==> config.mk <==
export PLATFORM = sky130hd
export DESIGN_NAME = mem_port_arbiter
export DESIGN_NICKNAME = d
export VERILOG_FILES = /design/src/rtl/mem_arb_pkg.sv /design/src/rtl/mem_arb_pick.sv /design/src/rtl/mem_port_arbiter.sv
export SDC_FILE = /design/constraint.sdc
export NUM_CORES = 1
export LEC_CHECK = 0
export BUFFER_PORTS_ARGS = -buffer_cell sky130_fd_sc_hd__buf_4
export CORE_AREA = 2 2 107 109
export CTS_CLUSTER_SIZE = 28
export DETAILED_ROUTE_END_ITERATION = 7
export DIE_AREA = 0 0 109 111
export PLACE_DENSITY_LB_ADDON = 0.1
export SYNTH_ARGS = -nofsm -noshare
export SYNTH_HDL_FRONTEND = slang
export SYNTH_SLANG_ARGS = --single-unit
==> constraint.sdc <==
create_clock -name clk -period 1.4 [get_ports clk]
set_input_delay 0 -clock clk [delete_from_list [all_inputs] [get_ports clk]]
set_output_delay 0 -clock clk [all_outputs]
set_load 0.02 [all_outputs]
==> src/rtl/mem_arb_pkg.sv <==
// Shared state encoding and owner/fetch constants for the unified memory-port arbiter.
// Round-robin arbitration is selected by defining MEM_ARB_RR_EN; fixed data priority otherwise.
package mem_arb_pkg;

  typedef enum logic [1:0] {
    IDLE      = 2'd0,
    ISSUE     = 2'd1,
    WAIT_RESP = 2'd2
  } arb_state_e;

  localparam logic OWN_I = 1'b0;
  localparam logic OWN_D = 1'b1;

  // Fetch is always a full-word read: these bits are replicated to the port width.
  localparam logic FETCH_BE_BIT    = 1'b1;
  localparam logic FETCH_WDATA_BIT = 1'b0;

endpackage

==> src/rtl/mem_arb_pick.sv <==
// Combinational owner picker for the memory-port arbiter.
// MEM_ARB_RR_EN defined: a tie goes to whoever did not own last; undefined: data wins ties.
module mem_arb_pick
  import mem_arb_pkg::*;
(
  input  logic i_req,
  input  logic d_req,
  input  logic last_owner,
  output logic winner
);

  always_comb begin
    // With nothing pending the result is unused; holding last_owner keeps it stable.
    winner = last_owner;
    if (i_req && d_req) begin
`ifdef MEM_ARB_RR_EN
      winner = ~last_owner;
`else
      winner = OWN_D;
`endif
    end else if (d_req) begin
      winner = OWN_D;
    end else if (i_req) begin
      winner = OWN_I;
    end
  end

endmodule

==> src/rtl/mem_port_arbiter.sv <==
// Shares the single memory port between fetch and load/store, one transaction at a time.
// Define MEM_ARB_RR_EN for round-robin arbitration; the default build uses fixed data priority.
module mem_port_arbiter
  import mem_arb_pkg::*;
#(
  parameter int AW = 32,
  parameter int DW = 32
) (
  input  logic            clk,
  input  logic            reset_n,
  input  logic            i_req,
  input  logic [AW-1:0]   i_addr,
  output logic            i_gnt,
  output logic            i_rvalid,
  output logic [DW-1:0]   i_rdata,
  input  logic            d_req,
  input  logic [AW-1:0]   d_addr,
  input  logic            d_we,
  input  logic [DW/8-1:0] d_be,
  input  logic [DW-1:0]   d_wdata,
  output logic            d_gnt,
  output logic            d_rvalid,
  output logic [DW-1:0]   d_rdata,
  output logic            mem_req,
  output logic [AW-1:0]   mem_addr,
  output logic            mem_we,
  output logic [DW/8-1:0] mem_be,
  output logic [DW-1:0]   mem_wdata,
  input  logic            mem_gnt,
  input  logic            mem_rvalid,
  input  logic [DW-1:0]   mem_rdata,
  output logic            sel,
  output logic            busy
);

  arb_state_e state_q, state_d;
  logic       sel_q, sel_d;
  logic       busy_q, busy_d;
  logic       last_owner;
  logic       winner;
  logic       any_req;

`ifdef MEM_ARB_RR_EN
  logic last_q, last_d;
  assign last_owner = last_q;
`else
  assign last_owner = OWN_D;
`endif

  assign any_req = i_req || d_req;

  mem_arb_pick u_pick (
    .i_req      (i_req),
    .d_req      (d_req),
    .last_owner (last_owner),
    .winner     (winner)
  );

  always_comb begin
    state_d  = state_q;
    sel_d    = sel_q;
    mem_req  = 1'b0;
    i_gnt    = 1'b0;
    d_gnt    = 1'b0;
    i_rvalid = 1'b0;
    d_rvalid = 1'b0;
`ifdef MEM_ARB_RR_EN
    last_d   = last_q;
`endif
    case (state_q)
      IDLE: begin
        if (any_req) begin
          sel_d   = winner;
          state_d = ISSUE;
        end
      end
      ISSUE: begin
        mem_req = 1'b1;
        if (mem_gnt) begin
          i_gnt   = (sel_q == OWN_I);
          d_gnt   = (sel_q == OWN_D);
          state_d = WAIT_RESP;
`ifdef MEM_ARB_RR_EN
          last_d  = sel_q;
`endif
        end
      end
      WAIT_RESP: begin
        if (mem_rvalid) begin
          i_rvalid = (sel_q == OWN_I);
          d_rvalid = (sel_q == OWN_D);
          // Re-arbitrate in the response cycle so back-to-back requests skip IDLE.
          if (any_req) begin
            sel_d   = winner;
            state_d = ISSUE;
          end else begin
            state_d = IDLE;
          end
        end
      end
      default: state_d = IDLE;
    endcase
    busy_d = (state_d != IDLE);
  end

  always_ff @(posedge clk) begin
    if (!reset_n) begin
      state_q <= IDLE;
      sel_q   <= OWN_I;
      busy_q  <= 1'b0;
`ifdef MEM_ARB_RR_EN
      last_q  <= OWN_D;
`endif
    end else begin
      state_q <= state_d;
      sel_q   <= sel_d;
      busy_q  <= busy_d;
`ifdef MEM_ARB_RR_EN
      last_q  <= last_d;
`endif
    end
  end

  assign sel       = sel_q;
  assign busy      = busy_q;
  assign mem_addr  = sel_q ? d_addr  : i_addr;
  assign mem_we    = sel_q ? d_we    : 1'b0;
  assign mem_be    = sel_q ? d_be    : {(DW/8){FETCH_BE_BIT}};
  assign mem_wdata = sel_q ? d_wdata : {DW{FETCH_WDATA_BIT}};
  assign i_rdata   = mem_rdata;
  assign d_rdata   = mem_rdata;

endmodule

==> key figures <==
Synth
  • Synth top area share: 0.343
  • Avg Synthesized Cell Area: roughly 8.4 um2
  • Cell count after synthesis: roughly 170
  • Mapped Nets: roughly 300
  • Post-synth top cells: buf_4, and2_1, mux2_4
  • Distinct cells, synth: 22
  • Share of flip-flops with an asynchronous set or reset: 0
  • Post-synthesis sequential area ratio: 0.0572
  • Leading area contributor after synthesis: buf_4
  • Ys Warns: 0
  • Top post-synthesis cells by area: buf_4, mux2_4, and2_1
  • Syn Std Cell Area: between 0.001 and 0.0015 mm2
  • Synth Flop Type: dfxtp_1
  • Top-count cell post-synth: buf_4
  • Yosys reg bits: 4
  • EDFF count, synth: 0

Clocking
  • CTS Buffer Depth: 2
  • Setup bufs post-CTS: 0
  • Clk root buf: clkbuf_16
  • Clock Pin Slew Worst Setup and Hold Paths: 0.03 ns
  • H-tree depth: 1
  • Clock sink total: 4
  • TritonCTS clock tree: built
  • Total CTS buffers: 3
  • Clock latency on the worst-skew pair: about 0.22 ns

Finish
  • Layout cells sized above 1: 0.785
  • Area Growth Syn to Fin: 85.8%
  • # diodes: 0
  • Final Cell Area: ~0.0026 mm2
  • Final core occ: 0.235
  • FILL cells: about 1200
  • Nets@finish: 425

Timing
  • Relative slew slack: 0.855
  • Final worst path period share: 0.947
  • Worst Hold Slack: 0.0000113 ns
  • Setup TNS: 0 ns
  • Worst Tran Pin Value: 0.218 ns
  • Max Freq: around 750 MHz
  • Clk_skew: ~0.0022 ns
  • Crit path time final: about 1.3 ns
  • Setup violators final: 0
  • RSZ-0062 raised after global routing: false
  • Fin. max-slew vios: 0
  • Fin. Hold Viols: 0

Die
  • Die Height: about 110 um
  • Total core area: about 0.011 mm2
  • IO Pins: around 280
  • Initial Utilization: 0.126
  • Area of the die: between 0.01 and 0.015 mm2
  • Rows: 39
  • Chip Width: about 110 um

Setup path
  • Crit-path cells: buf_12 > mux2_2 > buf_4
  • CP Depth: 3
  • Worst path arrival time: about 1.3 ns
  • CP endpoint kind: output pin
  • Slowest cell on crit path: dfxtp_4
  • CP top delay family: flip-flops
  • Critical-path maximum fanout: 13
  • Critical path's largest stage delay: about 0.43 ns
  • Crit Path Category: register to output pin
  • Cell count of the worst reg-to-reg path: 3
  • Startpoint types: register
  • Critical Path RT: roughly 1.4 ns
  • Worst Path Buf+Inv: 2

Global routing
  • First-pass GRT wire length: about 6.5 mm
  • Largest net degree at the start of global routing: 53
  • GR Util met1: 0.0665
  • Grt met3 use: 0.0235
  • Antenna violations before repair: 0
  • Total gr overflow: 0
  • Met2 Use GR: 0.123
  • Vias in the first global route: between 1000 and 1500
  • GRT Util Overall: 0.0654
  • Most used routing layer: met2

Worst hold path
  • Hold path depth: 0
  • Hold WC Path Type: input pin to output pin

Place
  • GPL Wtd Cong: 0.646
  • Dpl cell area: between 0.002 and 0.0025 mm2
  • Port Buffers: 182
  • DP HPWL: between 3 and 4 mm

Detailed routing
  • # DRC: 0
  • Via count: 1467
  • Post-route ant nets: 0
  • Routed length per instance: 11.7 um
  • First-pass DRT Iterations: 3
  • Via density: roughly 3.4
  • Starting DRT DRC Count: 23
  • Wirelength, routed: between 5 and 6 mm

Pwr
  • Design Power: between 1500 and 2000 uW
  • Leakage: about 0.0013 uW
  • Power Density: slightly below 700 mW/mm2
  • Peak VDD IR: 0.000370 V

Outcome
  • Run status: completed

Job
  • Total of max-cap violations: 0
-- per-layer routing --
layer,up-vias,wire length (um)
met4,0,39
met3,6,703
met2,123,2560
met1,629,1720
met5,-,0
li1,709,-
-- logic make-up (layout without fill, tap and decap cells) --
group | Yosys count | after routing | share of synthesized area
AO/OA/AOI/OAI | 6 | 6 | 0.0259
buffers and inverters | 72 | 190 | 0.386
flip-flops | 4 | 4 | 0.0572
multiplexers | 32 | 32 | 0.306
AND/OR/NAND/NOR | 52 | 52 | 0.225
-- placed cells by master, fill, tap and decap left out --
cell | netlist | layout
a21boi_1 | 1 | 1
a21oi_1 | 1 | 1
and2_1 | 33 | 33
and2b_1 | 1 | 1
and3_1 | 1 | 1
and3b_1 | 1 | 1
buf_12 | 0 | 2
buf_4 | 64 | 182
clkbuf_16 | 0 | 6
dfxtp_1 | 4 | 3
dfxtp_4 | 0 | 1
mux2_2 | 14 | 14
mux2_4 | 18 | 18
nand2_1 | 4 | 4
nand2b_1 | 6 | 6
nand3b_1 | 1 | 1
nor2_1 | 2 | 2
nor3_1 | 1 | 1
nor3b_1 | 1 | 1
o21a_1 | 1 | 1
o21ai_0 | 2 | 2
o22ai_1 | 1 | 1
or2_0 | 1 | 1
-- timing repair --
item	4_1_cts	5_1_grt
setup endpoints to repair	0	3
resized for setup	0	1
hold buffers	0	0
-- state kept, by name (all words and copies together), names as in the netlist --
register  count
state_q       2
busy          1
sel           1
-- layout make-up --
type / count / area, um2 / share of cell area
well taps: 143 / 179 / 0.0688
flip-flops and latches: 4 / 83.8 / 0.0323
multi-input cells: 90 / 779 / 0.300
repair buffers: 187 / 1480 / 0.570
clock buffers: 3 / 75.1 / 0.0289
-- report_power, final --
part / leakage (uW) / internal (uW) / total, uW / switching, uW
combinational: 0.00128 / 663 / 1160 / 498
sequential: 0.0000338 / 128 / 151 / 23.0
clock: 0.0000370 / 365 / 442 / 77.3
-- worst paths after layout --
path / startpoint / end / slack, ns
max: sel$_SDFFE_PN0P_ / mem_addr[31] / 0.07
max reg2reg: sel$_SDFFE_PN0P_ / sel$_SDFFE_PN0P_ / 0.43
min reg2reg: state_q[0]$_SDFF_PN0_ / busy$_SDFF_PN0_ / 0.65
min: mem_rdata[14] / i_rdata[14] / 0.00001
-- through the flow --
stage | setup slack, ns | instances
after global routing | 0.0103 | 427
after detailed placement | 0.268 | 421
after CTS | 0.0276 | 424
after global placement | 0.274 | 421
after floorplan | 0.0796 | 166
final | 0.0747 | 427
-- worst reg2reg max path: cells and delay by family, from the launching register on --
kind | cells | cell delay, ns
and+or+nand+nor | 1 | 0.06
DFF | 1 | 0.43
AOI/OAI and AO/OA | 1 | 0.17
buffers and inverters | 1 | 0.22
Note: power is estimated with default switching activity, not from simulation.
